`src/rtl/paddle_if.sv`:
```
// Paddle controller bus: frame/button controls in, bounding box and motion status out.
// A frame advances only when i_ani_stb and i_animate are both high on a clock edge; i_endgame overrides it.
interface paddle_if;
   logic        i_endgame;
   logic        i_ani_stb;
   logic        i_animate;
   logic [1:0]  i_btn;
   logic [11:0] o_x1;
   logic [11:0] o_x2;
   logic [11:0] o_y1;
   logic [11:0] o_y2;
   logic        o_active;
   logic [1:0]  o_dir;
   logic [3:0]  o_vel;
   logic        o_at_min;
   logic        o_at_max;

   modport master (
      output i_endgame, i_ani_stb, i_animate, i_btn,
      input  o_x1, o_x2, o_y1, o_y2, o_active, o_dir, o_vel, o_at_min, o_at_max
   );

   modport slave (
      input  i_endgame, i_ani_stb, i_animate, i_btn,
      output o_x1, o_x2, o_y1, o_y2, o_active, o_dir, o_vel, o_at_min, o_at_max
   );
endinterface

```
`src/rtl/paddle_ctrl.sv`:
```
// Single-axis paddle: button-driven motion on animation ticks with speed ramp and edge clamping.
// o_dir is the FSM state register itself, so the motion state is always observable.
module paddle_ctrl #(
   parameter int HALF_LEN     = 30,
   parameter int HALF_THICK   = 5,
   parameter int ORIENT       = 0,
   parameter int IPOS         = 320,
   parameter int IFIX         = 460,
   parameter int D_WIDTH      = 640,
   parameter int D_HEIGHT     = 480,
   parameter int V_MIN        = 2,
   parameter int V_MAX        = 10,
   parameter int ACCEL_FRAMES = 4
) (
   input  logic     i_clk,
   input  logic     i_rst_n,
   paddle_if.slave  pif
);
   localparam int LIM = (ORIENT != 0) ? D_HEIGHT : D_WIDTH;
   localparam int CW  = $clog2(ACCEL_FRAMES + 1);

   localparam logic signed [12:0] PMIN_S  = 13'(HALF_LEN);
   localparam logic signed [12:0] PMAX_S  = 13'(LIM - HALF_LEN);
   localparam logic [11:0]        IPOS_V  = 12'(IPOS);
   localparam logic [11:0]        HLEN_V  = 12'(HALF_LEN);
   localparam logic [3:0]         VMIN_V  = 4'(V_MIN);
   localparam logic [4:0]         VMAX_V  = 5'(V_MAX);
   localparam logic [CW-1:0]      AF_V    = CW'(ACCEL_FRAMES);

   typedef enum logic [1:0] {
      IDLE     = 2'b00,
      MOVE_POS = 2'b01,
      MOVE_NEG = 2'b10
   } state_t;

   state_t        state, state_nxt, req;
   logic [11:0]   pos, pos_nxt;
   logic [3:0]    vel, vel_nxt, ev;
   logic [CW-1:0] cnt, cnt_nxt, c1;
   logic signed [12:0] target;
   logic [4:0]    vel_up;
   logic          tick;

   assign tick = pif.i_ani_stb & pif.i_animate;

   always_ff @(posedge i_clk or negedge i_rst_n) begin
      if (!i_rst_n) begin
         state <= IDLE;
         pos   <= IPOS_V;
         vel   <= VMIN_V;
         cnt   <= '0;
      end else begin
         state <= state_nxt;
         pos   <= pos_nxt;
         vel   <= vel_nxt;
         cnt   <= cnt_nxt;
      end
   end

   always_comb begin
      state_nxt = state;
      pos_nxt   = pos;
      vel_nxt   = vel;
      cnt_nxt   = cnt;
      ev        = vel;
      c1        = cnt + CW'(1);
      target    = signed'({1'b0, pos});
      vel_up    = 5'd0;

      unique case (pif.i_btn)
         2'b01:   req = MOVE_POS;
         2'b10:   req = MOVE_NEG;
         default: req = IDLE;
      endcase

      if (pif.i_endgame) begin
         state_nxt = IDLE;
         pos_nxt   = IPOS_V;
         vel_nxt   = VMIN_V;
         cnt_nxt   = '0;
      end else if (tick) begin
         state_nxt = req;
         if (req == IDLE) begin
            vel_nxt = VMIN_V;
            cnt_nxt = '0;
         end else begin
            // A fresh direction (including instant reversal) restarts the ramp.
            if (req != state) begin
               ev = VMIN_V;
               c1 = CW'(1);
            end
            vel_up = {1'b0, ev} + 5'd1;
            if (req == MOVE_POS)
               target = signed'({1'b0, pos}) + signed'({9'd0, ev});
            else
               target = signed'({1'b0, pos}) - signed'({9'd0, ev});

            if (target >= PMAX_S) begin
               pos_nxt = PMAX_S[11:0];
               vel_nxt = VMIN_V;
               cnt_nxt = '0;
            end else if (target <= PMIN_S) begin
               pos_nxt = PMIN_S[11:0];
               vel_nxt = VMIN_V;
               cnt_nxt = '0;
            end else begin
               pos_nxt = target[11:0];
               if (c1 == AF_V) begin
                  cnt_nxt = '0;
                  vel_nxt = (vel_up > VMAX_V) ? VMAX_V[3:0] : vel_up[3:0];
               end else begin
                  cnt_nxt = c1;
                  vel_nxt = ev;
               end
            end
         end
      end
   end

   logic [11:0] along_lo, along_hi, cross_lo, cross_hi;
   assign along_lo = pos - HLEN_V;
   assign along_hi = pos + HLEN_V;
   assign cross_lo = 12'(IFIX - HALF_THICK);
   assign cross_hi = 12'(IFIX + HALF_THICK);

   assign pif.o_x1     = (ORIENT != 0) ? cross_lo : along_lo;
   assign pif.o_x2     = (ORIENT != 0) ? cross_hi : along_hi;
   assign pif.o_y1     = (ORIENT != 0) ? along_lo : cross_lo;
   assign pif.o_y2     = (ORIENT != 0) ? along_hi : cross_hi;
   assign pif.o_active = |pif.i_btn;
   assign pif.o_dir    = state;
   assign pif.o_vel    = vel;
   assign pif.o_at_min = (pos == PMIN_S[11:0]);
   assign pif.o_at_max = (pos == PMAX_S[11:0]);
endmodule
```
`src/flat_wrapper.sv`:
```
// flat-port wrapper written by rule: the top's interface ports become plain ports
module paddle_ctrl_flat 
#(
   parameter int HALF_LEN     = 30,
   parameter int HALF_THICK   = 5,
   parameter int ORIENT       = 0,
   parameter int IPOS         = 320,
   parameter int IFIX         = 460,
   parameter int D_WIDTH      = 640,
   parameter int D_HEIGHT     = 480,
   parameter int V_MIN        = 2,
   parameter int V_MAX        = 10,
   parameter int ACCEL_FRAMES = 4
)
  (i_clk, i_rst_n, pif_i_endgame, pif_i_ani_stb, pif_i_animate, pif_i_btn, pif_o_x1, pif_o_x2, pif_o_y1, pif_o_y2, pif_o_active, pif_o_dir, pif_o_vel, pif_o_at_min, pif_o_at_max);
  paddle_if pif_i ();
  input  logic i_clk;
  input  logic i_rst_n;
  input wire logic [$bits(pif_i.i_endgame)-1:0] pif_i_endgame;
  input wire logic [$bits(pif_i.i_ani_stb)-1:0] pif_i_ani_stb;
  input wire logic [$bits(pif_i.i_animate)-1:0] pif_i_animate;
  input wire logic [$bits(pif_i.i_btn)-1:0] pif_i_btn;
  output wire logic [$bits(pif_i.o_x1)-1:0] pif_o_x1;
  output wire logic [$bits(pif_i.o_x2)-1:0] pif_o_x2;
  output wire logic [$bits(pif_i.o_y1)-1:0] pif_o_y1;
  output wire logic [$bits(pif_i.o_y2)-1:0] pif_o_y2;
  output wire logic [$bits(pif_i.o_active)-1:0] pif_o_active;
  output wire logic [$bits(pif_i.o_dir)-1:0] pif_o_dir;
  output wire logic [$bits(pif_i.o_vel)-1:0] pif_o_vel;
  output wire logic [$bits(pif_i.o_at_min)-1:0] pif_o_at_min;
  output wire logic [$bits(pif_i.o_at_max)-1:0] pif_o_at_max;
  assign pif_i.i_endgame = pif_i_endgame;
  assign pif_i.i_ani_stb = pif_i_ani_stb;
  assign pif_i.i_animate = pif_i_animate;
  assign pif_i.i_btn = pif_i_btn;
  assign pif_o_x1 = pif_i.o_x1;
  assign pif_o_x2 = pif_i.o_x2;
  assign pif_o_y1 = pif_i.o_y1;
  assign pif_o_y2 = pif_i.o_y2;
  assign pif_o_active = pif_i.o_active;
  assign pif_o_dir = pif_i.o_dir;
  assign pif_o_vel = pif_i.o_vel;
  assign pif_o_at_min = pif_i.o_at_min;
  assign pif_o_at_max = pif_i.o_at_max;
  paddle_ctrl #(.HALF_LEN(HALF_LEN), .HALF_THICK(HALF_THICK), .ORIENT(ORIENT), .IPOS(IPOS), .IFIX(IFIX), .D_WIDTH(D_WIDTH), .D_HEIGHT(D_HEIGHT), .V_MIN(V_MIN), .V_MAX(V_MAX), .ACCEL_FRAMES(ACCEL_FRAMES)) u_core (.i_clk(i_clk), .i_rst_n(i_rst_n), .pif(pif_i));
endmodule
```
`config.mk`:
```
export PLATFORM = sky130hd
export DESIGN_NAME = paddle_ctrl_flat
export DESIGN_NICKNAME = d
export VERILOG_FILES = /design/src/rtl/paddle_if.sv /design/src/rtl/paddle_ctrl.sv /design/src/flat_wrapper.sv
export SDC_FILE = /design/constraint.sdc
export NUM_CORES = 1
export LEC_CHECK = 0
export CAP_MARGIN = 25
export CORE_ASPECT_RATIO = 0.5
export CORE_MARGIN = 1.5
export CORE_UTILIZATION = 35
export CTS_CLUSTER_SIZE = 40
export DETAILED_ROUTE_END_ITERATION = 7
export PLACE_DENSITY = 0.65
export SLEW_MARGIN = 20
export SYNTH_ARGS = -nofsm -noshare
export SYNTH_HDL_FRONTEND = slang
export SYNTH_SLANG_ARGS = --single-unit
```
`constraint.sdc`:
```
create_clock -name i_clk -period 4.67 [get_ports i_clk]
set_clock_uncertainty 0.05 [all_clocks]
set_input_delay 0.934 -clock i_clk [delete_from_list [all_inputs] [get_ports i_clk]]
set_output_delay 0.934 -clock i_clk [all_outputs]
set_load 0.01 [all_outputs]
```
==> flow_metrics.tcl, run 1 <==
set metrics [dict create \
    die_w_um 129 \
    worst_slew_pin_slew_ns 0.667 \
    core_um2 7510 \
    hp-start "u_core.cnt[1]" \
    firstDrtPassIters 4 \
    fin_ws_ns -0.266 \
    htreeDepth 1 \
    regArea_um2 529 \
    arrival_ns 5.04 \
    ys_async_sr_fraction 1.00 \
    initial_utilization 0.370 \
    drive_above_1_share 0.363 \
    cp.required_ns 4.78 \
    report.final.setup_viol 16 \
    numClockSinks 21 \
    crit_path_end_kind "flop" \
    ant_nets 0 \
    ios 64 \
    synth_area_per_cell_um2 7.75 \
    syn2layout_area_growth_pct 57.4 \
    fp.dieH_um 66.0 \
    multi_input_area_um2 2380 \
    violations "setup timing" \
    clk_latency_ns 0.26 \
    synth_cell_type_count 75 \
    worst_path_largest_cell_delay_ns 0.52 \
    maxSlewHeadroom 0.550 \
    rsz0062_at_grt "true" \
    syn_area_um2 2780 \
    synth-edff-count 0 \
    timing.rr.end "u_core.cnt[2]" \
    synth_ff_type "dfrtp_1" \
    grt_max_degree 22 \
    yosysSeqAreaShare 0.190 \
    antenna_found_initial 0 \
    ff2ff_setup_slack_ns 0.23 \
    reg2regPathDepth 17 \
    cts.hold.buffers_added 0 \
    crit_slowest_cell "or4_4" \
    post_dp_cell_area_um2 3750 \
    dpl_worst_slack_ns -0.965 \
    clkTransAtPathRegs_ns 0.06 \
    min_to "u_core.cnt[1]" \
    overflow 0 \
    clockBufferDepth 2 \
    numPortBuffers 39 \
    p_per_area_nw_per_um2 196 \
    std_cell_rows 22 \
    max-cap-violations 0 \
    drc 0 \
    crit_path_start_kind "input pin" \
    cts-root-buf "clkbuf_16" \
    syn_inst 359 \
    min_period_ns 4.94 \
    path_cells "buf_6 -> buf_6 -> ha_4 -> xor2_4 -> or2b_4 -> nor4_4 -> ha_1 -> inv_1 -> mux2i_1 -> ha_2 -> a21oi_4 -> nand2_4 -> a31oi_1 -> nand3_1 -> and4_4 -> or4_4 -> a211oi_4 -> buf_6 -> nand3_4 -> o41ai_4" \
    ys_ff_latch 21 \
    maxClockFrequency_ghz 0.203 \
    globalplace.congestion 0.936 \
    numCtsBuffers 3 \
    vdd_drop_max_v 0.000146 \
    layout.nets 501 \
    cts_tree "yes" \
    viasPerCell 5.15 \
    final.fill_count 651 \
    wire_per_inst_um 14.1 \
    regToRegStartpoint "u_core.pif.o_dir[0]" \
    leakage_nw 1.89 \
    hold_class "reg -> reg" \
    wirelength_um 8240 \
    slew_viol_final 0 \
    dieArea_um2 8520 \
    finalHoldViolations 0 \
    num_antenna_cells 0 \
    final_area_um2 4380 \
    hold_depth 2 \
    path_max_fanout 7 \
    yosys_warnings 0 \
    cpMostUsedCell "buf_6" \
    crit_type "in -> reg" \
    drt-initial-drc-count 131 \
    grt_pass1_vias 2789 \
    grt_usage 0.195 \
    finalCritPeriodShare 1.06 \
    dpl.hpwl_um 6070 \
    vias 3014 \
    status "complete, but fails checks" \
    grt_pass1_wl_um 13400 \
]
==> state kept, by name, summed over array words and instances (netlist names) <==
register          cells
u_core.pos           12
u_core.pif.o_vel      4
u_core.pif.o_dir      2
u_core.cnt            3
==> kinds of logic after synthesis <==
kind of cell	synth area share
xor gates and xnor gates	0.0994
AOI/OAI and AO/OA	0.247
other	0.00270
and+or+nand+nor	0.245
buffers and inverters	0.126
muxes	0.00765
adders and majority gates	0.0819
DFF	0.190
==> critical path: cells and delay by family <==
kind | cells | cell delay, ns
simple gates | 7 | 1.66
fa+ha+maj | 3 | 0.77
xor+xnor | 1 | 0.14
compound gates | 4 | 1.01
mux | 1 | 0.07
buf+inv | 4 | 0.42
==> repair_timing <==
action / 4_1_cts / 5_1_grt
setup buffers: 11 / 17
pin swaps: 34 / 45
endpoints found under the setup margin: 17 / 17
endpoints found under the hold margin: 0 / 0
gates resized for setup: 36 / 41
==> cells in the final DEF, fill, tap and decap left out, types with 7 or more instances in the layout <==
master | Yosys | routed
xnor2_1 | 17 | 15
o21ai_0 | 12 | 11
xor2_1 | 12 | 11
buf_6 | 1 | 13
ha_1 | 15 | 11
conb_1 | 2 | 24
nor2_1 | 32 | 26
a21oi_1 | 19 | 13
buf_4 | 29 | 85
nand2_1 | 34 | 31
nand3_1 | 16 | 15
inv_1 | 18 | 16
dfrtp_1 | 18 | 18
and3_1 | 8 | 7
nor3_1 | 7 | 7
clkdlybuf4s50_1 | 0 | 37
==> synth_stat cells, types with 3 or more instances <==
master | number | area [um^2]
nand2_1 | 34 | 128
o21ai_0 | 12 | 60.1
a21oi_1 | 19 | 95.1
and2_1 | 6 | 37.5
o211ai_1 | 3 | 22.5
o21ai_1 | 5 | 25.0
nor4_1 | 3 | 18.8
xor2_1 | 12 | 105
xnor2_1 | 17 | 149
nand3_1 | 16 | 80.1
dfstp_2 | 3 | 78.8
nor3_1 | 7 | 35.0
ha_1 | 15 | 188
inv_1 | 18 | 67.6
and3_1 | 8 | 50.1
dfrtp_1 | 18 | 450
a311oi_1 | 4 | 35.0
nor2_1 | 32 | 120
a31oi_1 | 5 | 31.3
or3_1 | 3 | 18.8
buf_4 | 29 | 218
nand4_1 | 6 | 37.5
clkbuf_1 | 12 | 45.0
==> where the power goes <==
group	leakage (nW)	internal [mW]	switching, mW	total, mW
clock	0.0371	0.116	0.0682	0.184
sequential	0.281	0.188	0.0181	0.206
combinational	1.58	0.247	0.218	0.466
total	1.89	0.551	0.305	0.856
==> cell type report <==
cell class                      count  area share
Sequential cell                    21       0.121
Timing Repair Buffer              136       0.267
Tap cell                          108      0.0309
Clock inverter                      1     0.00172
Inverter                           18      0.0183
Clock buffer                        3      0.0172
Multi-Input combinational cell    298       0.544
==> how the worst max path moves through the flow <==
stage                            start             to  slack (ns)  depth (start not counted)
after floorplan           pif_i_btn[1]  u_core.pos[3]       -0.31                         20
after global placement    pif_i_btn[1]  u_core.pos[4]       -0.90                         23
after detailed placement  pif_i_btn[1]  u_core.pos[4]       -0.97                         23
after CTS                 pif_i_btn[1]  u_core.pos[4]       -0.28                         21
after global routing      pif_i_btn[0]  u_core.cnt[2]       -0.43                         20
final                     pif_i_btn[0]  u_core.cnt[2]       -0.27                         20
==> through the flow <==
step	power (mW)	setup TNS, ns	instances	hold slack [ns]	utilization
final	0.856	-3.31	585	0.446	0.582
after global routing	0.904	-6.11	585	0.480	0.582
after CTS	0.774	-3.62	569	0.452	0.539
after detailed placement	0.555	-14.71	554	0.445	0.499
after global placement	0.553	-13.80	554	0.437	0.499
after floorplan	0.413	-3.50	381	0.410	-
==> metal layers <==
metal / up-vias / track usage / wire (um)
li1: 1497 / - / -
met1: 1424 / 0.270 / 3770
met2: 91 / 0.329 / 3920
met3: 2 / 0.0356 / 539
met4: 0 / 0.0169 / 13
met5: - / 0 / 0
No activity file was read; power rests on OpenSTA's default activity.
==> inputs of run 2 (changes only) <==
--- a/config.mk
+++ b/config.mk
@@ -7,12 +7,11 @@
 export LEC_CHECK = 0
 export CAP_MARGIN = 25
 export CORE_ASPECT_RATIO = 0.5
-export CORE_MARGIN = 1.5
+export CORE_MARGIN = 10
 export CORE_UTILIZATION = 35
 export CTS_CLUSTER_SIZE = 40
 export DETAILED_ROUTE_END_ITERATION = 7
 export PLACE_DENSITY = 0.65
-export SLEW_MARGIN = 20
 export SYNTH_ARGS = -nofsm -noshare
 export SYNTH_HDL_FRONTEND = slang
 export SYNTH_SLANG_ARGS = --single-unit
==> run 2 against run 1 <==
The run still ends with setup timing left. Setup slack got worse by 0.11 ns. Cell area fell by 3.5%. Die area rose by 42%. Sequential power barely moved. Combinational power fell by 7.1%. Register-to-register slack got worse by 0.04 ns. First-iteration DRC count rose by 24%. Clock power barely moved. Core utilization fell by 2.0 points. Critical path type unchanged.
==> flow_metrics.tcl, run 2 (synthesis gave the netlist of run 1 again) <==
set metrics [dict create \
    status "complete, but fails checks" \
    violations "setup timing" \
    drc 0 \
    ant_nets 0 \
    largest_reg_flops 12 \
    dp.cells 553 \
    globalplace.congestion 0.900 \
    final.fill_count 682 \
    drive_above_1_share 0.321 \
    dpl_worst_slack_ns -1.02 \
    ios 64 \
    vdd_drop_max_v 0.000142 \
    wirelength_um 8740 \
    antenna_found_initial 0 \
    post_dp_cell_area_um2 3740 \
    arrival_ns 5.17 \
    timing.rr.end "u_core.pos[6]" \
    clkTransAtPathRegs_ns 0.06 \
    grt_pass1_vias 2979 \
    report.final.setup_viol 16 \
    std_cell_rows 22 \
    worst_slew_pin_slew_ns 0.922 \
    rsz0062_at_grt "true" \
    numClockSinks 21 \
    max-cap-violations 0 \
    path_max_fanout 8 \
    clockBufferDepth 2 \
    min_to "u_core.cnt[1]" \
    crit_type "in -> reg" \
    layout_common_cells "buf_4, clkdlybuf4s50_1, nand2_1, nor2_1, conb_1" \
    dpl.hpwl_um 6780 \
    maxClockFrequency_ghz 0.198 \
    vias 2984 \
    ff2ff_setup_slack_ns 0.19 \
    dieArea_um2 12100 \
    core_um2 7510 \
    slew_viol_final 0 \
    final_area_um2 4220 \
    initial_utilization 0.370 \
    grt_usage 0.138 \
    leakage_nw 1.82 \
    reg2regPathDepth 19 \
    cts-root-buf "clkbuf_16" \
    hold_depth 2 \
    maxSlewHeadroom 0.383 \
    clk_latency_ns 0.25 \
    cp.required_ns 4.79 \
    fin_ws_ns -0.372 \
    crit_path_end_kind "flop" \
    die_w_um 146 \
    overflow 0 \
    regMostFlops "u_core.pos" \
    layout.nets 491 \
    syn2layout_area_growth_pct 51.8 \
    wire_per_inst_um 15.2 \
    viasPerCell 5.19 \
    final_common_cell "buf_4" \
    hold_class "reg -> reg" \
    finalHoldViolations 0 \
    grt_pass1_wl_um 14700 \
    fin_util 0.562 \
    fin_total_pwr_mw 0.823 \
    finalCritPeriodShare 1.08 \
    p_per_area_nw_per_um2 195 \
    drt-initial-drc-count 163 \
    numPortBuffers 39 \
    num_antenna_cells 0 \
    regToRegStartpoint "u_core.pif.o_dir[0]" \
    grt_max_degree 22 \
    numCtsBuffers 3 \
    cts_tree "yes" \
    stdcell_count 575 \
    fp.dieH_um 83.0 \
    min_period_ns 5.04 \
    hp-start "u_core.cnt[1]" \
    htreeDepth 1 \
    crit_path_start_kind "input pin" \
    firstDrtPassIters 4 \
]
run 2: cell types whose count changed in the layout (fill, tap and decap cells not counted), moves of 2 or more:
cell and change:
nor2_2 -2, o22ai_1 +2, o22ai_2 -2, buf_4 -7, o21ai_1 +2, nor2_1 +2, buf_6 -2
run 2: final cells by class:
class | instances | area [um^2] | area share
multi-input cells | 298 | 2320 | 0.548
repair buffers | 126 | 1080 | 0.256
flip-flops and latches | 21 | 529 | 0.125
well taps | 108 | 135 | 0.0320
inverters | 18 | 80.1 | 0.0190
clock buffers | 3 | 75.1 | 0.0178
clock inverters | 1 | 7.51 | 0.00178
run 2: worst max-delay path by stage:
stage / cells past startpoint / slack [ns] / startpoint / end
after floorplan: 20 / -0.31 / pif_i_btn[1] / u_core.pos[3]
after global placement: 21 / -0.87 / pif_i_btn[1] / u_core.cnt[2]
after detailed placement: 20 / -1.02 / pif_i_btn[1] / u_core.cnt[2]
after CTS: 21 / -0.25 / pif_i_btn[1] / u_core.cnt[2]
after global routing: 22 / -0.52 / pif_i_btn[0] / u_core.pos[6]
final: 22 / -0.37 / pif_i_btn[0] / u_core.pos[6]
run 2: worst max-delay path, cell delays in order:
cell      delay, ns
buf_6          0.09
buf_6          0.11
ha_4           0.17
xor2_4         0.18
or2b_4         0.28
nor2_4         0.12
ha_4           0.22
nor2_4         0.10
a21oi_2        0.05
ha_1           0.28
nand4_1        0.12
o311ai_4       0.36
a221oi_4       0.13
o41ai_2        0.42
xor2_1         0.15
or4_1          0.54
a211oi_2       0.22
buf_6          0.18
buf_4          0.12
buf_6          0.08
a21oi_2        0.04
a211o_1        0.28
run 2: per-layer routing:
layer  up-vias  routed length, um  GRT usage
li1       1470                  -          -
met1      1439               3870      0.174
met2        73               4270      0.239
met3         2                587     0.0368
met4         0                  8    0.00987
met5         -                  0          0
run 2: metrics by stage:
stage	TNS (ns)	hold WS [ns]
finish	-3.38	0.448
global route	-6.57	0.493
CTS	-3.07	0.452
detailed placement	-14.80	0.437
global placement	-13.18	0.440
floorplan	-3.50	0.410
run 2: what timing repair did:
action                     4_1_cts  5_1_grt
resized for setup               36       23
setup endpoints to repair       17       17
hold buffers                     0        0
buffers inserted                12        8
gates cloned                     0        0
pin swaps                       32       19
run 2: power by group:
part	leakage (nW)	internal [mW]	switching, mW	total (mW)
registers	0.281	0.188	0.0185	0.206
clock network	0.0371	0.116	0.0677	0.183
logic	1.50	0.225	0.208	0.433
total	1.82	0.528	0.295	0.823
